## src/rtl/cpc_ram1m_ctrl_pkg.sv

```systemverilog
// Shared definitions for the 1MB CPC RAM expansion controller.
// Covers the mode encodings, the port data tag and the slot-to-block mapping.
package cpc_ram_pkg;

  typedef enum logic [2:0] {
    MODE0 = 3'd0,
    MODE1 = 3'd1,
    MODE2 = 3'd2,
    MODE3 = 3'd3,
    MODE4 = 3'd4,
    MODE5 = 3'd5,
    MODE6 = 3'd6,
    MODE7 = 3'd7
  } cfg_mode_e;

  localparam logic [1:0] PORT_DATA_TAG = 2'b11;

  // Returns {is_exp, blk[1:0]}; blk is zero whenever the slot stays on internal DRAM.
  function automatic logic [2:0] map_slot(input logic [2:0] mode, input logic [1:0] slot);
    logic [2:0] r;
    r = 3'b000;
    case (cfg_mode_e'(mode))
      MODE1, MODE3: if (slot == 2'd3) r = 3'b111;
      MODE2:        r = {1'b1, slot};
      MODE4, MODE5, MODE6, MODE7: if (slot == 2'd1) r = {1'b1, mode[1:0]};
      default:      r = 3'b000;
    endcase
    return r;
  endfunction

endpackage

```

## src/rtl/cpc_ram1m_ctrl_cfg_port.sv

```systemverilog
// Decodes &7Fxx configuration writes and holds the bank/mode register.
// Captures once per I/O cycle, on the rising edge of the qualified write strobe.
module cpc_cfg_port
  import cpc_ram_pkg::*;
#(
  parameter int unsigned BANK_BITS = 4,
  parameter logic        PORT_A15  = 1'b0
) (
  input  logic                 i_clk,
  input  logic                 i_rst_n,
  input  logic [15:0]          i_a,
  input  logic [7:0]           i_d,
  input  logic                 i_ioreq_b,
  input  logic                 i_wr_b,
  input  logic                 i_m1_b,
  output logic [2:0]           o_cfg_mode,
  output logic [BANK_BITS-1:0] o_cfg_bank
);

  logic                 r_io_wr_q;
  logic [2:0]           r_cfg_mode;
  logic [BANK_BITS-1:0] r_cfg_bank;
  logic                 w_io_wr;
  logic [5:0]           w_bank_raw;
  logic                 w_unused;

  assign w_io_wr = !i_ioreq_b && !i_wr_b && i_m1_b && (i_a[15] == PORT_A15) &&
                   (i_d[7:6] == PORT_DATA_TAG);
  // Upper bank bits come inverted from A[5:3], as on the original board.
  assign w_bank_raw = {~i_a[5:3], i_d[5:3]};
  assign w_unused   = ^{i_a[14:6], i_a[2:0]};

  always_ff @(posedge i_clk or negedge i_rst_n) begin
    if (!i_rst_n) begin
      r_io_wr_q  <= 1'b0;
      r_cfg_mode <= 3'd0;
      r_cfg_bank <= '0;
    end else begin
      r_io_wr_q <= w_io_wr;
      if (w_io_wr && !r_io_wr_q) begin
        r_cfg_mode <= i_d[2:0];
        r_cfg_bank <= w_bank_raw[BANK_BITS-1:0];
      end
    end
  end

  assign o_cfg_mode = r_cfg_mode;
  assign o_cfg_bank = r_cfg_bank;

endmodule

```

## src/rtl/cpc_ram1m_ctrl.sv

```systemverilog
// Top of the 1MB CPC RAM expansion controller: maps CPU accesses onto two 512K SRAMs.
// Memory-side outputs are combinational from the registered config and the live strobes.
module cpc_ram1m_ctrl
  import cpc_ram_pkg::*;
#(
  parameter int unsigned BANK_BITS = 4,
  parameter logic        PORT_A15  = 1'b0
) (
  input  logic        CLK,
  input  logic        RESET_B,
  input  logic [15:0] A,
  input  logic [7:0]  D,
  input  logic        MREQ_B,
  input  logic        IOREQ_B,
  input  logic        RD_B,
  input  logic        WR_B,
  input  logic        RFSH_B,
  input  logic        M1_B,
  input  logic        ROMEN_B,
  input  logic [3:0]  dip,
  output logic        RAMDIS,
  output logic [4:0]  HIADR,
  output logic        RAMCS0_B,
  output logic        RAMCS1_B,
  output logic        RAMOE_B,
  output logic        RAMWE_B,
  output logic [7:0]  gpio
);

  logic [2:0]           w_cfg_mode;
  logic [BANK_BITS-1:0] w_cfg_bank;
  logic [2:0]           w_map;
  logic [BANK_BITS+1:0] w_phys;
  logic                 w_hit;
  logic                 w_sel;
  logic                 w_unused;

  cpc_cfg_port #(
    .BANK_BITS (BANK_BITS),
    .PORT_A15  (PORT_A15)
  ) u_cfg_port (
    .i_clk      (CLK),
    .i_rst_n    (RESET_B),
    .i_a        (A),
    .i_d        (D),
    .i_ioreq_b  (IOREQ_B),
    .i_wr_b     (WR_B),
    .i_m1_b     (M1_B),
    .o_cfg_mode (w_cfg_mode),
    .o_cfg_bank (w_cfg_bank)
  );

  assign w_map  = map_slot(w_cfg_mode, A[15:14]);
  assign w_phys = {w_cfg_bank, w_map[1:0]};
  // 6128 hosts already own bank 0 internally, so dip[1] masks it.
  assign w_hit  = dip[0] && w_map[2] && !(dip[1] && (w_cfg_bank == '0));
  // IOREQ wins over a simultaneous MREQ; refresh and ROM reads never reach SRAM.
  assign w_sel  = w_hit && !MREQ_B && IOREQ_B && RFSH_B && ROMEN_B;

  assign RAMDIS   = w_sel;
  assign HIADR    = w_phys[4:0];
  assign RAMCS0_B = !(w_sel && !w_phys[5]);
  assign RAMCS1_B = !(w_sel && w_phys[5]);
  assign RAMOE_B  = !(w_sel && !RD_B);
  assign RAMWE_B  = !(w_sel && !WR_B);
  assign gpio     = 8'({w_cfg_bank, w_cfg_mode});

  assign w_unused = ^{dip[3:2], w_phys[BANK_BITS+1:6 > BANK_BITS+1 ? BANK_BITS+1 : 5]};

endmodule

```

## config.mk

```make
export PLATFORM = sky130hd
export DESIGN_NAME = cpc_ram1m_ctrl
export DESIGN_NICKNAME = d
export VERILOG_FILES = /design/src/rtl/cpc_ram1m_ctrl_pkg.sv /design/src/rtl/cpc_ram1m_ctrl_cfg_port.sv /design/src/rtl/cpc_ram1m_ctrl.sv
export SDC_FILE = /design/constraint.sdc
export NUM_CORES = 1
export LEC_CHECK = 0
export ABC_AREA = 1
export BUFFER_PORTS_ARGS = -buffer_cell sky130_fd_sc_hd__buf_2
export CAP_MARGIN = 40
export CORE_UTILIZATION = 37
export CTS_BUF_LIST = sky130_fd_sc_hd__clkbuf_16
export DETAILED_ROUTE_END_ITERATION = 10
export PLACE_DENSITY_LB_ADDON = 0.2
export SETUP_SLACK_MARGIN = 0.3
export SYNTH_ARGS = -nofsm -noshare
export SYNTH_HDL_FRONTEND = slang
export SYNTH_SLANG_ARGS = --single-unit
export TNS_END_PERCENT = 10
```

## constraint.sdc

```tcl
create_clock -name CLK -period 2.65 [get_ports CLK]
set_input_delay 0.53 -clock CLK [delete_from_list [all_inputs] [get_ports CLK]]
set_output_delay 0.53 -clock CLK [all_outputs]
set_load 0.05 [all_outputs]
```

# Yosys cells after proc, flatten, opt, wreduce, memory -nomap -nowiden
# Cells that the tools add are included.
[totals] regBits=8 ram_bits=0 wordCells=48 latchBits=0 romBits=0 memories=0
[classes] n_div=0 multipliers=0 eq_ne=10 shifts=0 muxes=3 addsub=0 reduce_logical=30 order_cmp=0 n_bitwise=2
[ops] operator="1-bit logical AND" n=16
[ops] operator="3-bit == test, second input constant" n=4
[ops] operator="1-bit logical NOT" n=11
[ops] operator="3-bit one-hot mux with 3 select lines" n=1
[ops] operator="3-bit by 2-bit == test with 1-bit output, second input constant" n=2
[ops] operator="3-bit two-way mux" n=2
[ops] operator="2-bit == test, second input constant" n=2
[ops] operator="4-bit logical NOT" n=1
[ops] operator="4-bit OR reduction" n=1
[ops] operator="3-bit by 1-bit == test with 1-bit output, second input constant" n=1
[ops] operator="2-bit by 1-bit == test with 1-bit output, second input constant" n=1
[ops] operator="1-bit NOT" n=2
[ops] operator="2-bit OR reduction" n=1

# Longest topological paths before layout
# Gate-level depths: netlist of the first run.
[logic_depth] ltp_word=11 depth_mapped=7 mapped_depth_nobuf=6

# By module
# From an unflattened synthesis of the first run, not the netlist that was laid out.
[hier_totals] hier_cells=80 hier_area_um2=554.3
[modules_own_cells] mod="cpc_cfg_port" seq_area_each_um2=200.2 cells_each=38 area_per_inst_um2=344.1 n_inst=1
[modules_own_cells] mod="cpc_ram1m_ctrl" seq_area_each_um2=0.0 cells_each=42 area_per_inst_um2=210.2 n_inst=1

# Worst setup path before layout of the first run
# No wires, ideal clock.
[synth_timing] path_kind="register to output" from="register u_cfg_port.r_cfg_mode[2], in the netlist u_cfg_port.o_cfg_mode[2]" to="output HIADR[0]" setup_slack_ps=156 path_buffers=0 required_ps=2120 stages_incl_launch_ff=5 arrival_time_ps=1964 cell_sequence="dfrtp_1 nand2_1 nor2_1 inv_1 o21ai_0"
[synth_between] elab_chain_len=3 word_cells_on_any_way=10 cone_classes="7 x eq/ne; 1 x mux; 2 x reduce/logical"
[synth_rtl] item="start, declared" line_no="cpc_ram1m_ctrl_cfg_port.sv:21" text="logic [2:0] r_cfg_mode;"
[synth_rtl] item="start signal, assigned" line_no="cpc_ram1m_ctrl_cfg_port.sv:41" text="r_cfg_mode <= i_d[2:0];"
[synth_rtl] item="3-bit == test (tied with other cells)" line_no="cpc_ram1m_ctrl_pkg.sv:22" text="case (cfg_mode_e'(mode))"
[synth_rtl] item="4-bit OR reduction or 2-bit OR reduction (tied branches)" line_no="cpc_ram1m_ctrl_pkg.sv:22"
[synth_rtl] item="3-bit one-hot mux with 3 select lines (*)" line_no="cpc_ram1m_ctrl_pkg.sv:22"
[synth_rtl] item="end, declared" line_no="cpc_ram1m_ctrl.sv:22" text="output logic [4:0] HIADR,"
# Mark *: on every way between the ends. The rest lies on a longest branch, timed or not.

# Worst setup path after layout of the first run
[layout_timing] from="register u_cfg_port.r_cfg_mode[2], in the netlist u_cfg_port.o_cfg_mode[2]" to="output RAMDIS"
[layout_between] elab_chain_len=9 word_cells_on_any_way=16 cone_classes="7 x eq/ne; 1 x mux; 8 x reduce/logical"
[layout_rtl] item="3-bit == test (tied with other cells)" line_no="cpc_ram1m_ctrl_pkg.sv:22"
[layout_rtl] item="4-bit OR reduction or 2-bit OR reduction (tied branches)" line_no="cpc_ram1m_ctrl_pkg.sv:22"
[layout_rtl] item="3-bit one-hot mux with 3 select lines (*)" line_no="cpc_ram1m_ctrl_pkg.sv:22"
[layout_rtl] item="1-bit logical AND (*) (2 in a row)" line_no="cpc_ram1m_ctrl.sv:56" text="assign w_hit = dip[0] && w_map[2] && !(dip[1] && (w_cfg_bank == '0));"
[layout_rtl] item="1-bit logical AND (*) (4 in a row)" line_no="cpc_ram1m_ctrl.sv:58" text="assign w_sel = w_hit && !MREQ_B && IOREQ_B && RFSH_B && ROMEN_B;"
[layout_rtl] item="end, declared" line_no="cpc_ram1m_ctrl.sv:21" text="output logic RAMDIS,"
# Marks and branches as above.

==> results.sh, run 1 <==
export IMPL_arrival_ps=1410
export IMPL_synthesis_nets=115
export IMPL_synth_seq_cells=8
export IMPL_fin_cells=129
export IMPL_antenna_found_initial=0
export IMPL_hold_class="in -> async"
export IMPL_clock_sinks=8
export IMPL_cp_top_family="buffers and inverters"
export IMPL_grt_pass1_vias=443
export IMPL_place_inst=126
export IMPL_criticalPathCategory="reg -> out"
export IMPL_startpoint="u_cfg_port.o_cfg_mode[2]"
export IMPL_drtIter0Drc=6
export IMPL_postLayoutSetupSlackWorst_ps=711
export IMPL_timing_rr_end="u_cfg_port.o_cfg_mode[0]"
export IMPL_cts_max_path_buffers=2
export IMPL_rsz0062_at_grt="false"
export IMPL_area_delta_synth_final_pct=43.5
export IMPL_total_leakage_power_nw=0.456
export IMPL_ys_warn_count=0
export IMPL_maxSlewViolCount=0
export IMPL_crit_chain="inv_1, nand4_1, nand3_1, inv_1, nor2_1, buf_2"
export IMPL_synth_yosys_seq_area_share_pct=35.9
export IMPL_grt_first_pass_wirelength_um=1730
export IMPL_core_area_um2=1350
export IMPL_cp_common_cell="inv_1"
export IMPL_cp_slowest_cell="dfrtp_1"
export IMPL_crit_buf_inv=3
export IMPL_fp_dieArea_um2=1670
export IMPL_postCtsSetupBuffers=0
export IMPL_cts_tree="yes"
export IMPL_setup_viol_count_final=0
export IMPL_diodes=0
export IMPL_status="complete, no violations"
export IMPL_pre_cts_ws_ps=719
export IMPL_row_count=13
export IMPL_drt_wl_total_um=1170
export IMPL_final_nets=153
export IMPL_grt_max_degree=15
export IMPL_track_usage_pct=16.3
export IMPL_critical_path_max_stage_delay_ps=400
export IMPL_via_per_inst=4.47
export IMPL_die_h_um=40.8
export IMPL_cp_start_kind="register"
export IMPL_p_per_area_nw_per_um2=821
export IMPL_required_ps=2120
export IMPL_numCtsBuffers=3
export IMPL_max_freq_mhz=516
export IMPL_root_buffer="clkbuf_16"
export IMPL_initial_core_util_pct=41.3
export IMPL_setup_tns_ps=0
export IMPL_worst_path_max_fanout=5
export IMPL_place_port_buffers=38
export IMPL_h_tree_depth=1
export IMPL_wl_per_cell_um=9.03
export IMPL_maxCapViolations=0
export IMPL_peakVddDrop_mv=0.550
export IMPL_vias=576
export IMPL_yosys_area_top_type="dfrtp_1"
export IMPL_period_share_pct=73.2
export IMPL_dpl_hpwl_um=947
export IMPL_overflow=0
export IMPL_hold_viol=0
export IMPL_hold_ws_ps=139
export IMPL_place_congestion=0.674
export IMPL_synth_cell_area_um2=558
export IMPL_yosys_area_top_type_share_pct=35.9
export IMPL_rrSetupSlack_ps=1600
export IMPL_end_kind="primary output"
export IMPL_synth_area_leaders="dfrtp_1 36%, o21ai_2 11%, inv_1 11%"
export IMPL_postSynthCellCount=78
export IMPL_r2r_start="u_cfg_port.r_io_wr_q"
export IMPL_cts_resized_gates=0
export IMPL_syn_avg_cell_area_um2=7.15
export IMPL_drtAntennaViolNets=0
export IMPL_reg2reg_depth=4
export IMPL_cts_hold_buf=0
export IMPL_ios=55
export IMPL_drive_gt1_share_pct=47.4
export IMPL_clk_insertion_delay_late_ps=230
export IMPL_yosysUniqueCellTypes=16
export IMPL_min_period_ps=1940
export IMPL_drcViolationCount=0
export IMPL_die_w_um=40.8
export IMPL_fin_skew_ps=0.287
export IMPL_cts_clk_slew_worst_paths_ps=30
export IMPL_drtPass1Iterations=4
## cell usage after synthesis
cell type / count
o21ai_2: 7
nand4_1: 2
buf_4: 4
buf_6: 1
nand3_2: 1
nand2_1: 16
o21ai_0: 2
conb_1: 1
nor2_1: 5
nor4_1: 1
inv_1: 16
nand3_1: 9
inv_2: 1
dfrtp_1: 8
nor2_2: 3
nand2_2: 1
## layer usage
layer | global-route usage (%) | vias to the layer above | part of all wire, %
met5 | 0 | - | 0
met4 | 12.5 | 0 | 0.94
met3 | 4.89 | 2 | 7.6
met2 | 25.0 | 26 | 46
met1 | 18.9 | 238 | 45
li1 | - | 310 | -
## worst register-to-register path, stage by stage (launching register included)
cell	delay, ps
dfrtp_1	350
inv_1	60
nand3_2	280
nand2_1	170
o21ai_2	60
## cells by family after synthesis
group | Yosys count | synth area share, %
simple gates | 38 | 31.8
buf+inv | 22 | 18.8
compound gates | 9 | 12.8
flops | 8 | 35.9
other cells | 1 | 0.672
## layout by cell type (no fill, tap or decap)
cell type	instances
nand4_1	2
nor2_1	5
o21ai_2	7
nand2_1	16
nor2_2	3
inv_1	16
nand3_2	1
nor4_1	1
buf_2	38
nand2_2	1
clkbuf_16	3
dfrtp_1	8
nand3_1	9
inv_2	1
o21ai_0	2
conb_1	1
## where the power goes
part	switching, W	internal (W)
Clock	0.0000527	0.000194
Sequential	0.0000194	0.000143
Combinational	0.000187	0.0000615
Total	0.000259	0.000398
## how the worst max path moves through the flow
| stage | endpoint | cells after the start |
|---|---|---|
| floorplan | HIADR[0] | 4 |
| global placement | RAMDIS | 7 |
| detailed placement | RAMDIS | 8 |
| CTS | RAMDIS | 6 |
| global route | RAMDIS | 6 |
| finish | RAMDIS | 6 |
## per-stage QoR
| step | power (W) | utilization (%) | area (um^2) |
|---|---|---|---|
| 6_report | 0.000658 | 59.3 | 801 |
| 5_1_grt | 0.000696 | 59.3 | 801 |
| 4_1_cts | 0.000664 | 59.3 | 801 |
| 3_5_place_dp | 0.000413 | 53.8 | 726 |
| 3_3_place_gp | 0.000410 | 53.8 | 726 |
| 2_1_floorplan | 0.000362 | - | 558 |
## final cells by class
type	count	area (um^2)
Clock buffer	3	75.1
Fill cell	142	549
Inverter	17	63.8
Multi-Input combinational cell	48	253
Sequential cell	8	200
Tap cell	15	18.8
Timing Repair Buffer	38	190
## flip-flops by register name, indices dropped and copies added (netlist names)
register	cells
u_cfg_port.o_cfg_mode	3
u_cfg_port.r_io_wr_q	1
u_cfg_port.o_cfg_bank	4
(Power assumes the default switching activity.)
==> run 2, diff against run 1 <==
- CORE_UTILIZATION: 37 -> 34
- clock period: 2.65 -> 1.85 ns (I/O delays scaled with it)
==> run 2 against run 1 <==
First-iteration DRC count increased by 33%. Clock skew grew 3.3 ps. Sequential share of layout area fell by 2.8 points. Critical path type unchanged.
==> results.sh, run 2 (synthesis results as in run 1) <==
export IMPL_drt_wl_total_um=1320
export IMPL_root_buffer="clkbuf_16"
export IMPL_wl_per_cell_um=9.91
export IMPL_postLayoutSetupSlackWorst_ps=143
export IMPL_cp_common_cell="nand2_1"
export IMPL_pre_cts_ws_ps=205
export IMPL_critical_path_max_stage_delay_ps=420
export IMPL_r2r_start="u_cfg_port.r_io_wr_q"
export IMPL_arrival_ps=1340
export IMPL_drtPass1Iterations=4
export IMPL_die_w_um=42.5
export IMPL_hold_viol=0
export IMPL_required_ps=1480
export IMPL_criticalPathCategory="reg -> out"
export IMPL_clk_insertion_delay_late_ps=230
export IMPL_row_count=14
export IMPL_cp_slowest_cell="dfrtp_2"
export IMPL_reg2reg_depth=4
export IMPL_fill_cells=141
export IMPL_diodes=0
export IMPL_h_tree_depth=1
export IMPL_grt_first_pass_wirelength_um=2120
export IMPL_place_port_buffers=38
export IMPL_grt_max_degree=15
export IMPL_startpoint="u_cfg_port.o_cfg_mode[2]"
export IMPL_final_cell_mix="31 x buf_2, 15 x nand2_1, 14 x inv_1"
export IMPL_maxSlewViolCount=0
export IMPL_p_per_area_nw_per_um2=1080
export IMPL_hold_class="in -> reg"
export IMPL_overflow=0
export IMPL_numCtsBuffers=3
export IMPL_track_usage_pct=15.6
export IMPL_status="complete, no violations"
export IMPL_core_area_um2=1520
export IMPL_seqCellArea_um2=209
export IMPL_drcViolationCount=0
export IMPL_place_congestion=0.746
export IMPL_total_leakage_power_nw=0.489
export IMPL_initial_core_util_pct=36.6
export IMPL_crit_chain="inv_2, nand4_1, nand2_1, nand2_1, o21ai_2, buf_6"
export IMPL_peakVddDrop_mv=0.751
export IMPL_drtIter0Drc=8
export IMPL_setup_tns_ps=0
export IMPL_end_kind="primary output"
export IMPL_die_h_um=42.5
export IMPL_grt_pass1_vias=519
export IMPL_fp_dieArea_um2=1810
export IMPL_multiInputGateArea_um2=318
export IMPL_cts_max_path_buffers=2
export IMPL_maxCapViolations=0
export IMPL_timing_rr_end="u_cfg_port.o_cfg_bank[1]"
export IMPL_rrSetupSlack_ps=810
export IMPL_vias=602
export IMPL_fin_skew_ps=3.60
export IMPL_final_nets=155
export IMPL_worst_path_max_fanout=4
export IMPL_rsz0062_at_grt="true"
export IMPL_largest_reg_flops=4
export IMPL_drtAntennaViolNets=0
export IMPL_cts_clk_slew_worst_paths_ps=40
export IMPL_endpoint="HIADR[0]"
export IMPL_drive_gt1_share_pct=65.8
export IMPL_period_share_pct=92.3
export IMPL_min_period_ps=1710
export IMPL_dpl_hpwl_um=959
export IMPL_area_delta_synth_final_pct=68.6
export IMPL_max_freq_mhz=586
export IMPL_ios=55
export IMPL_cp_start_kind="register"
export IMPL_min_from="A[3]"
export IMPL_clock_sinks=8
export IMPL_final_common_cell="buf_2"
export IMPL_setup_viol_count_final=0
export IMPL_antenna_found_initial=0
export IMPL_via_per_inst=4.53
export IMPL_cts_tree="yes"
-- run 2: cell types whose count changed in the layout (fill, tap and decap cells not counted), moves of 3 or more --
cell and change:
buf_2 -7, buf_6 +7, dfrtp_1 -7, dfrtp_2 +7
nand3_1 -6, nand3_2 +5, inv_2 +3, nor2_1 -3
-- run 2: final cells by class --
cell class,count,share of cell area (%)
Tap cell,16,2.13
Multi-Input combinational cell,48,33.8
Clock inverter,1,0.399
Timing Repair Buffer,40,26.7
Sequential cell,8,22.2
Inverter,17,6.78
Clock buffer,3,7.98
-- run 2: power by group --
| group | switching (W) | internal, W |
|---|---|---|
| Clock | 0.0000807 | 0.000281 |
| Sequential | 0.0000315 | 0.000210 |
| Combinational | 0.000297 | 0.000113 |
-- run 2: per-layer routing --
metal  routed length, um  track usage [%]
met1                 515             17.0
met3                  71             3.02
met4                  12             3.75
met5                   0                0
met2                 717             30.2
-- run 2: worst max-delay path, delay by kind of cell (launching register included) --
| kind | cells | cell delay [ps] |
|---|---|---|
| flip-flops | 1 | 420 |
| AND/OR/NAND/NOR | 3 | 360 |
| buffers and inverters | 2 | 260 |
| AO/OA/AOI/OAI | 1 | 70 |
-- run 2: worst min-delay path by stage --
stage	depth (start not counted)	slack [ps]	to
2_1_floorplan	0	70	u_cfg_port.o_cfg_bank[0]
4_1_cts	2	310	u_cfg_port.o_cfg_bank[3]
6_report	2	310	u_cfg_port.o_cfg_bank[3]
3_3_place_gp	1	220	u_cfg_port.r_io_wr_q
3_5_place_dp	1	220	u_cfg_port.r_io_wr_q
5_1_grt	2	300	u_cfg_port.o_cfg_bank[3]
-- run 2: stage by stage --
stage	cells	hold WS [ps]	util [%]	instance area, um^2	power, W
final	133	308	61.7	941	0.00101
after global routing	133	303	61.7	941	0.00107
after CTS	133	308	60.3	918	0.00101
after detailed placement	127	222	50.9	776	0.000615
after global placement	127	220	50.9	776	0.000611
after floorplan	78	74.4	-	607	0.000542
-- run 2: repair_timing --
action,CTS,global route
buffers inserted,1,0
hold endpoints to repair,8,0
hold buffers,1,0
gates resized for setup,16,7
endpoints found under the setup margin,7,7
pin swaps,1,2
==> run 3, diff against run 2 <==
- BUFFER_PORTS_ARGS: -buffer_cell sky130_fd_sc_hd__buf_2 -> -buffer_cell sky130_fd_sc_hd__buf_4
- PLACE_DENSITY: not set -> 0.73
- PLACE_DENSITY_LB_ADDON: 0.2 -> not set
==> run 3 against run 2 <==
Worst setup slack better by 12 ps. Cell count unchanged. Critical path depth did not move. Via count fell by 0.50%. Worst hold slack improved by 6.5 ps. Sequential power about the same. Power up 3.8%. Fmax is 0.70% higher. Critical path type unchanged.
==> results.sh, run 3 (synthesis results as in run 1) <==
export IMPL_drcViolationCount=0
export IMPL_fp_dieArea_um2=1810
export IMPL_setup_tns_ps=0
export IMPL_h_tree_depth=1
export IMPL_cts_tree="yes"
export IMPL_overflow=0
export IMPL_period_share_pct=91.6
export IMPL_design_area_um2=1020
export IMPL_place_congestion=0.620
export IMPL_fill_cells=121
export IMPL_diodes=0
export IMPL_maxSlewViolCount=0
export IMPL_setup_viol_count_final=0
export IMPL_criticalPathCategory="reg -> out"
export IMPL_drtPass1Iterations=2
export IMPL_die_h_um=42.5
export IMPL_grt_max_degree=15
export IMPL_place_port_buffers=38
export IMPL_rsz0062_at_grt="true"
export IMPL_status="complete, no violations"
export IMPL_drive_gt1_share_pct=64.1
export IMPL_via_per_inst=4.50
export IMPL_clock_sinks=8
export IMPL_critical_path_max_stage_delay_ps=410
export IMPL_numCtsBuffers=3
export IMPL_ios=55
export IMPL_dpl_cell_area_um2=871
export IMPL_cts_max_path_buffers=2
export IMPL_largest_reg_flops=4
export IMPL_fin_util_pct=66.7
export IMPL_row_count=14
export IMPL_initial_core_util_pct=36.6
export IMPL_worst_path_max_fanout=5
export IMPL_cp_common_cell="inv_2"
export IMPL_crit_chain="inv_2, nand4_1, nand3_4, inv_2, nor2_4, buf_6"
export IMPL_grt_first_pass_wirelength_um=2420
export IMPL_grt_pass1_vias=587
export IMPL_track_usage_pct=17.3
export IMPL_root_buffer="clkbuf_16"
export IMPL_maxCapViolations=0
export IMPL_clk_insertion_delay_late_ps=230
export IMPL_final_cell_mix="32 x buf_4, 16 x nand2_1, 15 x inv_1"
export IMPL_vias=599
export IMPL_dpl_hpwl_um=1050
export IMPL_total_leakage_power_nw=0.511
export IMPL_required_ps=1480
export IMPL_peakVddDrop_mv=0.653
export IMPL_final_nets=155
export IMPL_final_common_cell="buf_4"
export IMPL_p_per_area_nw_per_um2=1040
export IMPL_cp_top_family="flip-flops"
export IMPL_die_w_um=42.5
export IMPL_max_freq_mhz=590
export IMPL_drtIter0Drc=2
export IMPL_end_kind="primary output"
export IMPL_fin_skew_ps=1.22
export IMPL_cp_slowest_cell="dfrtp_2"
export IMPL_cp_start_kind="register"
export IMPL_cts_clk_slew_worst_paths_ps=40
export IMPL_drt_wl_total_um=1320
export IMPL_area_delta_synth_final_pct=82.1
export IMPL_arrival_ps=1320
export IMPL_hold_ws_ps=314
export IMPL_crit_buf_inv=3
export IMPL_core_area_um2=1520
export IMPL_antenna_found_initial=0
export IMPL_wl_per_cell_um=9.93
export IMPL_hold_class="in -> reg"
export IMPL_drtAntennaViolNets=0
export IMPL_hold_viol=0
export IMPL_min_period_ps=1690
run 3: cell count changes in the layout (fill, tap and decap cells not counted):
| cell | delta |
|---|---|
| buf_2 | -31 |
| inv_1 | +1 |
| nand2_2 | -1 |
| buf_4 | +31 |
| inv_2 | -1 |
| nand2_1 | +1 |
run 3: area by class of cell:
type	instances	area (um^2)	area share (%)
multi-input cells	48	315	31.0
clock inverters	1	3.75	0.369
flip-flops and latches	8	209	20.6
repair buffers	40	329	32.4
inverters	17	63.8	6.28
well taps	16	20.0	1.97
clock buffers	3	75.1	7.39
run 3: worst paths after layout:
path / endpoint / slack, ps / startpoint / cells past startpoint
worst max-delay path: RAMDIS / 160 / u_cfg_port.o_cfg_mode[2] / 6
worst min-delay path: u_cfg_port.o_cfg_bank[3] / 310 / A[3] / 2
worst max register to register: u_cfg_port.o_cfg_mode[0] / 790 / u_cfg_port.r_io_wr_q / 4
worst min register to register: u_cfg_port.o_cfg_bank[2] / 520 / u_cfg_port.o_cfg_bank[2] / 2
max in group asynchronous: u_cfg_port.o_cfg_bank[2] / 1220 / RESET_B / 2
min in group asynchronous: u_cfg_port.o_cfg_bank[1] / 490 / RESET_B / 2
run 3: metal layers:
layer | vias up | routed length [um] | GRT usage [%]
met5 | - | 0 | 0
met4 | 0 | 0 | 3.75
met3 | 0 | 108 | 5.17
met2 | 24 | 689 | 31.1
met1 | 261 | 523 | 20.2
li1 | 314 | - | -
run 3: timing repair:
item	CTS	global route
endpoints found under the hold margin	8	0
resized for setup	9	5
setup endpoints to repair	7	7
pin swaps	1	3
buffers inserted	1	0
hold buffers	1	0
run 3: stage by stage:
stage / total power (W) / cells / setup slack, ps
3_3_place_gp: 0.000653 / 127 / 207
4_1_cts: 0.00105 / 133 / 127
6_report: 0.00105 / 133 / 155
2_1_floorplan: 0.000542 / 78 / 195
3_5_place_dp: 0.000659 / 127 / 198
5_1_grt: 0.00110 / 133 / 60.9
run 3: where the power goes:
group	total (W)	switching, W	internal, W
Combinational	0.000444	0.000296	0.000149
Clock	0.000364	0.0000830	0.000281
Sequential	0.000243	0.0000330	0.000210
Total	0.00105	0.000412	0.000640
